`config.mk`:
```
export PLATFORM = sky130hd
export DESIGN_NAME = decoder_upsample_skip
export DESIGN_NICKNAME = d
export VERILOG_FILES = /design/src/rtl/decoder_pkg.sv /design/src/rtl/fxp_add_sat_relu.sv /design/src/rtl/decoder_upsample_skip.sv
export SDC_FILE = /design/constraint.sdc
export NUM_CORES = 1
export LEC_CHECK = 0
export CORE_AREA = 5 5 91 93
export CTS_CLUSTER_DIAMETER = 150
export DETAILED_ROUTE_END_ITERATION = 8
export DIE_AREA = 0 0 96 98
export PLACE_DENSITY_LB_ADDON = 0.08
export SYNTH_ARGS = -nofsm -noshare
export SYNTH_HDL_FRONTEND = slang
export SYNTH_SLANG_ARGS = --single-unit
export TNS_END_PERCENT = 20
```
`constraint.sdc`:
```
create_clock -name i_clk -period 3 [get_ports i_clk]
set_input_delay 0.3 -clock i_clk [delete_from_list [all_inputs] [get_ports i_clk]]
set_output_delay 0.3 -clock i_clk [all_outputs]
set_load 0.005 [all_outputs]
```
`src/rtl/decoder_pkg.sv`:
```
// Shared definitions for the U-Net decoder stages: Q8.8 constants, FSM states
// and the saturating Q8.8 adder.
package decoder_pkg;

  localparam int unsigned DATA_W = 16;

  localparam logic [15:0] ONE = 16'h0100;
  localparam logic [15:0] MAX = 16'h7FFF;
  localparam logic [15:0] MIN = 16'h8000;

  typedef enum logic [2:0] {
    StIdle,
    StRead,
    StCapt,
    StOut,
    StFin
  } state_e;

  // 17-bit signed sum clamped back into the Q8.8 range
  function automatic logic [15:0] sat_add16(input logic [15:0] a, input logic [15:0] b);
    logic [16:0] sum;
    sum = {a[15], a} + {b[15], b};
    if (sum[16] != sum[15]) begin
      return sum[16] ? MIN : MAX;
    end
    return sum[15:0];
  endfunction

endpackage

```
`src/rtl/fxp_add_sat_relu.sv`:
```
// Combinational signed add with saturation and optional ReLU on the clamped result.
module fxp_add_sat_relu #(
  parameter int unsigned DATA_W  = 16,
  parameter bit          RELU_EN = 1'b1
) (
  input  logic [DATA_W-1:0] i_a,
  input  logic [DATA_W-1:0] i_b,
  output logic [DATA_W-1:0] o_y
);

  import decoder_pkg::*;

  logic [DATA_W-1:0] w_sat;

  if (DATA_W == 16) begin : g_q88
    assign w_sat = sat_add16(i_a, i_b);
  end else begin : g_generic
    logic [DATA_W:0] w_sum;
    assign w_sum = {i_a[DATA_W-1], i_a} + {i_b[DATA_W-1], i_b};
    // Overflow when the two top bits disagree; clamp toward the sign of the true sum
    assign w_sat = (w_sum[DATA_W] != w_sum[DATA_W-1]) ?
                   {w_sum[DATA_W], {(DATA_W-1){~w_sum[DATA_W]}}} : w_sum[DATA_W-1:0];
  end

  assign o_y = (RELU_EN && w_sat[DATA_W-1]) ? '0 : w_sat;

endmodule

```
`src/rtl/decoder_upsample_skip.sv`:
```
// Decoder fusion step: 2x nearest-neighbour upsample of the deep map added to the
// encoder skip map, saturated, optionally ReLU'd, streamed out over valid/ready.
module decoder_upsample_skip #(
  parameter int unsigned OUT_WIDTH  = 16,
  parameter int unsigned OUT_HEIGHT = 16,
  parameter int unsigned CHANNELS   = 64,
  parameter int unsigned DATA_W     = 16,
  parameter bit          RELU_EN    = 1'b1,
  localparam int unsigned DEEP_AW = $clog2((OUT_WIDTH / 2) * (OUT_HEIGHT / 2) * CHANNELS),
  localparam int unsigned SKIP_AW = $clog2(OUT_WIDTH * OUT_HEIGHT * CHANNELS)
) (
  input  logic               i_clk,
  input  logic               i_rst,
  input  logic               i_start,
  output logic               o_busy,
  output logic               o_done,
  output logic               o_deep_rd_en,
  output logic [DEEP_AW-1:0] o_deep_addr,
  input  logic [DATA_W-1:0]  i_deep_rdata,
  output logic               o_skip_rd_en,
  output logic [SKIP_AW-1:0] o_skip_addr,
  input  logic [DATA_W-1:0]  i_skip_rdata,
  output logic               o_out_valid,
  input  logic               i_out_ready,
  output logic [DATA_W-1:0]  o_out_data,
  output logic               o_out_last
);

  import decoder_pkg::*;

  localparam int unsigned YW = (OUT_HEIGHT > 1) ? $clog2(OUT_HEIGHT) : 1;
  localparam int unsigned XW = (OUT_WIDTH > 1) ? $clog2(OUT_WIDTH) : 1;
  localparam int unsigned CW = (CHANNELS > 1) ? $clog2(CHANNELS) : 1;

  state_e            r_state, w_state_next;
  logic [YW-1:0]     r_y, w_y_next;
  logic [XW-1:0]     r_x, w_x_next;
  logic [CW-1:0]     r_c, w_c_next;
  logic [DATA_W-1:0] r_data, w_data_next;
  logic              r_valid, w_valid_next;
  logic              r_last, w_last_next;

  logic [DATA_W-1:0] w_fused;
  logic              w_c_end, w_x_end, w_y_end, w_at_last;

  fxp_add_sat_relu #(
    .DATA_W  (DATA_W),
    .RELU_EN (RELU_EN)
  ) u_add (
    .i_a (i_deep_rdata),
    .i_b (i_skip_rdata),
    .o_y (w_fused)
  );

  assign w_c_end   = (r_c == CW'(CHANNELS - 1));
  assign w_x_end   = (r_x == XW'(OUT_WIDTH - 1));
  assign w_y_end   = (r_y == YW'(OUT_HEIGHT - 1));
  assign w_at_last = w_c_end && w_x_end && w_y_end;

  // Addresses follow the counters, which hold still while a beat waits in OUT
  assign o_skip_addr = SKIP_AW'((32'(r_y) * OUT_WIDTH + 32'(r_x)) * CHANNELS + 32'(r_c));
  assign o_deep_addr = DEEP_AW'((32'(r_y >> 1) * (OUT_WIDTH / 2) + 32'(r_x >> 1)) * CHANNELS
                                + 32'(r_c));

  assign o_deep_rd_en = (r_state == StRead);
  assign o_skip_rd_en = (r_state == StRead);
  assign o_busy       = (r_state == StRead) || (r_state == StCapt) || (r_state == StOut);
  assign o_done       = (r_state == StFin);
  assign o_out_valid  = r_valid;
  assign o_out_data   = r_data;
  assign o_out_last   = r_last;

  always_ff @(posedge i_clk) begin
    if (i_rst) begin
      r_state <= StIdle;
      r_y     <= '0;
      r_x     <= '0;
      r_c     <= '0;
      r_data  <= '0;
      r_valid <= 1'b0;
      r_last  <= 1'b0;
    end else begin
      r_state <= w_state_next;
      r_y     <= w_y_next;
      r_x     <= w_x_next;
      r_c     <= w_c_next;
      r_data  <= w_data_next;
      r_valid <= w_valid_next;
      r_last  <= w_last_next;
    end
  end

  always_comb begin
    w_state_next = r_state;
    w_y_next     = r_y;
    w_x_next     = r_x;
    w_c_next     = r_c;
    w_data_next  = r_data;
    w_valid_next = r_valid;
    w_last_next  = r_last;
    unique case (r_state)
      StIdle: begin
        if (i_start) begin
          w_state_next = StRead;
          w_y_next     = '0;
          w_x_next     = '0;
          w_c_next     = '0;
        end
      end
      StRead: w_state_next = StCapt;
      StCapt: begin
        w_data_next  = w_fused;
        w_valid_next = 1'b1;
        w_last_next  = w_at_last;
        w_state_next = StOut;
      end
      StOut: begin
        if (i_out_ready) begin
          w_valid_next = 1'b0;
          w_last_next  = 1'b0;
          if (w_at_last) begin
            w_state_next = StFin;
          end else begin
            w_state_next = StRead;
            // c innermost, then x, then y
            if (w_c_end) begin
              w_c_next = '0;
              if (w_x_end) begin
                w_x_next = '0;
                w_y_next = r_y + 1'b1;
              end else begin
                w_x_next = r_x + 1'b1;
              end
            end else begin
              w_c_next = r_c + 1'b1;
            end
          end
        end
      end
      StFin:   w_state_next = StIdle;
      default: w_state_next = StIdle;
    endcase
  end

endmodule
```
* Word level (Yosys, flattened, before mapping)
Cells that the tools add are included.
** Storage, ports and cells
- Bits in registers :: 35
- Bits of input ports :: 36
- Logic and storage cells :: 68
** Operators by class
- Add/subtract/negate cells :: 8
- Equality and inequality tests :: 13
- Muxes and demuxes :: 28
- Reduce and logical (&&, ||, !) cells :: 12
** Operators by type and width (number)
- 2-to-1 mux 16 bit :: 3
- 2-to-1 mux 4 bit :: 9
- 2-to-1 mux 6 bit :: 4
- adder 16 x 16 -> 17 bit :: 1
- one-hot mux 4 bit (2 select lines) :: 2
- 2-to-1 mux 15 bit :: 1
- adder 14 x 6 -> 14 bit :: 1
- adder 12 x 6 -> 12 bit :: 1
- one-hot mux 3 bit (4 select lines) :: 1
- one-hot mux 6 bit (2 select lines) :: 1
- != test 2 bit (second input constant) :: 5
- 2-to-1 mux 3 bit :: 3
- adder 4 x 1 -> 4 bit (second input constant) :: 2
- adder 8 x 4 -> 8 bit :: 1
- == test 4 bit (second input constant) :: 2
- adder 6 x 1 -> 6 bit (second input constant) :: 1
- adder 6 x 3 -> 6 bit :: 1
- == test 3 x 2 -> 1 bit (second input constant) :: 2
- == test 6 bit (second input constant) :: 1
- AND reduction 6 bit :: 1
- AND reduction 5 bit :: 1
- one-hot mux 1 bit (2 select lines) :: 2
- AND reduction 2 bit :: 2
- AND reduction 4 bit :: 1
- other kinds (8) :: 12

* Logic depth before layout (Yosys ltp)
- Word-level depth :: 6
- Mapped depth :: 9
- Depth with buffers taken out :: 8

* Modules after synthesis
Synthesis repeated with hierarchy kept, for this count alone.
** Second synthesis, totals
- Cell total of the unflattened synthesis :: 343
- Area, all modules :: 2702.6 um^2
** By module, submodules not included
- decoder_upsample_skip :: times used 1, cells an instance 209, area an instance 1692.9 um^2, sequential area each 700.7 um^2
- fxp_add_sat_relu :: times used 1, cells an instance 134, area an instance 1009.7 um^2, sequential area each 0.0 um^2

* Worst setup path before layout
OpenSTA, ideal clock, no wires.
- Path type :: input-to-reg
- Start point :: in i_deep_rdata[0]
- End point :: reg r_data[7] (netlist: o_out_data[7])
- Library setup time :: 0.133 ns
- Arrival :: 2.012 ns
- Slack :: 0.855 ns
- Stages :: 9
- Buffers on the path :: 1
- Cells stage by stage :: ha_1 > fa_1 > a211oi_1 > o211ai_1 > a21oi_1 > a21o_1 > buf_6 > a21o_1 > a31oi_1
** On the way
- Longest elaborated chain between the ends :: 5
- Elaborated cells between the ends (all ways) :: 7
** RTL lines
- start, declared :: RTL line decoder_upsample_skip.sv:19 : input logic [DATA_W-1:0] i_deep_rdata,
- adder 16 x 16 -> 17 bit * :: RTL line decoder_pkg.sv:22 : sum = {a[15], a} + {b[15], b};
- 2-to-1 mux 16 bit / != test 1 bit (equally long branches) :: RTL line decoder_pkg.sv:24, decoder_pkg.sv:23
- 2-to-1 mux 16 bit / 2-to-1 mux 1 bit (equally long branches) :: RTL line decoder_pkg.sv:23 : if (sum[16] != sum[15]) begin
- 2-to-1 mux 16 bit * :: RTL line decoder_pkg.sv:26 : return sum[15:0];
- 2-to-1 mux 15 bit * :: RTL line fxp_add_sat_relu.sv:25 : assign o_y = (RELU_EN && w_sat[DATA_W-1]) ? '0 : w_sat;
- end signal, assigned :: RTL line decoder_upsample_skip.sv:87 : r_data <= w_data_next;
- end, declared :: RTL line decoder_upsample_skip.sv:39 : logic [DATA_W-1:0] r_data, w_data_next;
Every way passes the cells marked *; elsewhere a longest branch is shown, timed or not. The select of a mux whose other input is x is not followed.
A chain may end at the register's enable or synchronous reset.

* Final worst setup path
Same ends and word-level chain as after synthesis.

==> reports/results.ini <==
[placed_design]
io_buffers = 82
place_hpwl_um = 5210
place_area_um2 = 3310
place_congestion = 0.748

[power_and_ir_drop]
power.leakage_nw = 1.23
intPower_uw = 934
swShare = 0.335
power_density_nw_per_um2 = 414
power_frac_clock = 0.248
vdd_drop_max_mv = 0.161
pwr-share-comb = 0.377
pwr-share-seq = 0.375
p_sw_uw = 471

[final_layout]
stdcell_area_um2 = 3400
nets = 433
layout_commonest_cell = clkdlybuf4s50_1
fillerInstances = 769
final_cell_mix = 82 x clkdlybuf4s50_1, 35 x a21oi_1, 34 x dfxtp_1, 24 x nand2_1, 19 x ha_1
syn_to_final_growth_pct = 36.5
diodes = 0
multi_input_area_um2 = 1600
drive_above_1_share = 0.0450
seqCellArea_um2 = 681

[worst_setup_path]
endpoint_kind = flop
arrival_ns = 2.75
cpMostUsedCell = a21o_1
worstSetupStartpoint = i_deep_rdata[0]
crit_fanout = 10
worstPathRequired_ns = 3.14
critPathSlowestCell = fa_1
crit_cells = 10
path_buf_inv = 2
critPathCapture = o_out_data[7]
crit_type = primary input to flop
start_kind = primary input
path_cells = clkdlybuf4s50_1, ha_1, fa_1, a211oi_1, o211ai_1, a21oi_1, a21o_1, buf_12, a21o_1, a31oi_1
rr_startpoint = r_x[1]
reg2reg_depth = 7
r2r_slack_ns = 0.68
crit_family = compound AO/OA/AOI/OAI gates
max_stage_delay_ns = 0.44
worstReg2RegEnd = r_c[4]

[synth]
synthTopCellsByArea = dfxtp_1 27%, ha_1 9.5%, a21oi_1 7.0%
yosys_warnings = 0
yosys.area.top_type = dfxtp_1
synth_edf_count = 0
postSynthCellCount = 313
synth_nets = 369
synth_ff_type = dfxtp_1
synth_seq_cells = 34
syn_avg_cell_area_um2 = 7.95
synth_top_area_frac = 0.273
synthArstFlopShare = 0
yosysSeqAreaShare = 0.273
synth_cell_type_count = 51
mappedNetlistArea_um2 = 2490

[floorplan]
die_area_um2 = 9410
core-area_um2 = 7450
fp.dieH_um = 98
num_rows = 32
start_util = 0.334
dieWidth_um = 96
ios = 84

[clock_tree]
clockBufferDepth = 2
htree_levels = 2
cts_tree = yes
cts_resized = 0
post_cts_buffers = 0
clk_latency_ns = 0.28
clk_pin_slew_ns = 0.07
numCtsBuffers = 5
postCtsHoldBufs = 0
cts.sinks = 34
root_buffer = clkbuf_8

[routing]
wl_per_cell_um = 14.0
ant_nets = 0
drcViolationCount = 0
vias = 2479
vias_per_cell = 5.16
routed_wl_um = 6720
drt-pass1-iter-count = 4
drt_iter0_drc = 117

[timing]
fmax_mhz = 383
min_period_ns = 2.61
skew_ns = 0.00632
setup_tns_ns = 0
worst_pin_slew_ns = 0.949
hold_viol = 0
rsz0062_at_grt = no
min_period_over_period = 0.870
setup_viol = 0
maxSlewHeadroom = 0.365
final_max_slew_viol_count = 0

[grt]
grt_max_degree = 28
grt_pass1_vias = 2337
grt_antenna_before_repair = 0
grt_pass1_wl_um = 11000
track_usage = 0.144
grt.overflow.total = 0

[run_status]
status = finished, final reports clean

[job]
cap_viol_max_count = 0

[hold_path]
hp-class = flop to flop

==> worst register-to-register path, delay by kind of cell (launching register included) <==
kind,cells,cell delay [ns]
adders and majority gates,1,0.23
AOI/OAI and AO/OA,2,0.33
and+or+nand+nor,4,1.22
DFF,1,0.40
==> routing by layer <==
metal / part of all wire / track usage / routed length, µm / up-vias
met5: 0 / 0 / 0 / -
met4: 0.0054 / 0.0328 / 36 / 0
met3: 0.055 / 0.0285 / 372 / 2
met2: 0.47 / 0.228 / 3150 / 60
met1: 0.47 / 0.199 / 3150 / 1141
li1: - / - / - / 1276
==> synth_stat cells, types with 5 or more instances <==
cell type and instances:
nand3_1 13, ha_1 19, inv_1 6, clkbuf_1 8
o21a_1 5, buf_2 7, a31oi_1 5, a21o_1 8
xnor2_1 15, nor3_1 15, a21oi_1 35, o211ai_1 5
nand2_1 24, a221oi_1 9, o21ai_0 13, buf_4 15
o21ai_1 5, nand3b_1 8, nor2_1 16, dfxtp_1 34
==> power groups by stage <==
stage          Clock, mW  Sequential, mW  Combinational [mW]
2_1_floorplan          0           0.521               0.340
3_3_place_gp           0           0.536               0.529
3_5_place_dp           0           0.537               0.530
4_1_cts            0.362           0.527               0.533
5_1_grt            0.384           0.534               0.590
6_report           0.348           0.527               0.530
==> flip-flops by register name, summed over array words and instances (netlist names) <==
name	cells
r_x	4
r_state	3
o_out_last	1
o_out_data	15
r_y	4
o_out_valid	1
r_c	6
==> final cells by class <==
| cell class | instances | share of cell area |
|---|---|---|
| flip-flops and latches | 34 | 0.200 |
| clock buffers | 7 | 0.0254 |
| clock inverters | 1 | 0.00147 |
| multi-input cells | 242 | 0.470 |
| well taps | 102 | 0.0376 |
| repair buffers | 88 | 0.258 |
| inverters | 6 | 0.00663 |
==> kinds of logic after synthesis <==
family	share of synthesized area
AND/OR/NAND/NOR	0.217
AO/OA/AOI/OAI	0.256
buffers and inverters	0.0849
flip-flops	0.273
adder cells (fa/ha/maj)	0.104
XOR/XNOR	0.0633
other	0.00151
==> through the flow <==
stage / util / std cells / power (mW) / hold slack (ns) / worst slack, ns
after floorplan: - / 313 / 0.861 / 0.439 / 0.855
after global placement: 0.444 / 472 / 1.07 / 0.443 / 0.206
after detailed placement: 0.444 / 472 / 1.07 / 0.452 / 0.162
after CTS: 0.456 / 480 / 1.42 / 0.462 / 0.446
after global routing: 0.456 / 480 / 1.51 / 0.467 / 0.188
final: 0.456 / 480 / 1.41 / 0.459 / 0.390
==> worst min path at each step <==
stage / slack [ns] / end / startpoint / depth (start not counted)
2_1_floorplan: 0.44 / o_out_data[7] / i_rst / 2
3_3_place_gp: 0.44 / o_out_valid / o_out_valid / 2
3_5_place_dp: 0.45 / o_out_valid / o_out_valid / 2
4_1_cts: 0.46 / o_out_valid / o_out_valid / 2
5_1_grt: 0.47 / o_out_valid / o_out_valid / 2
6_report: 0.46 / o_out_valid / o_out_valid / 2
No activity file was read; power rests on OpenSTA's default activity.
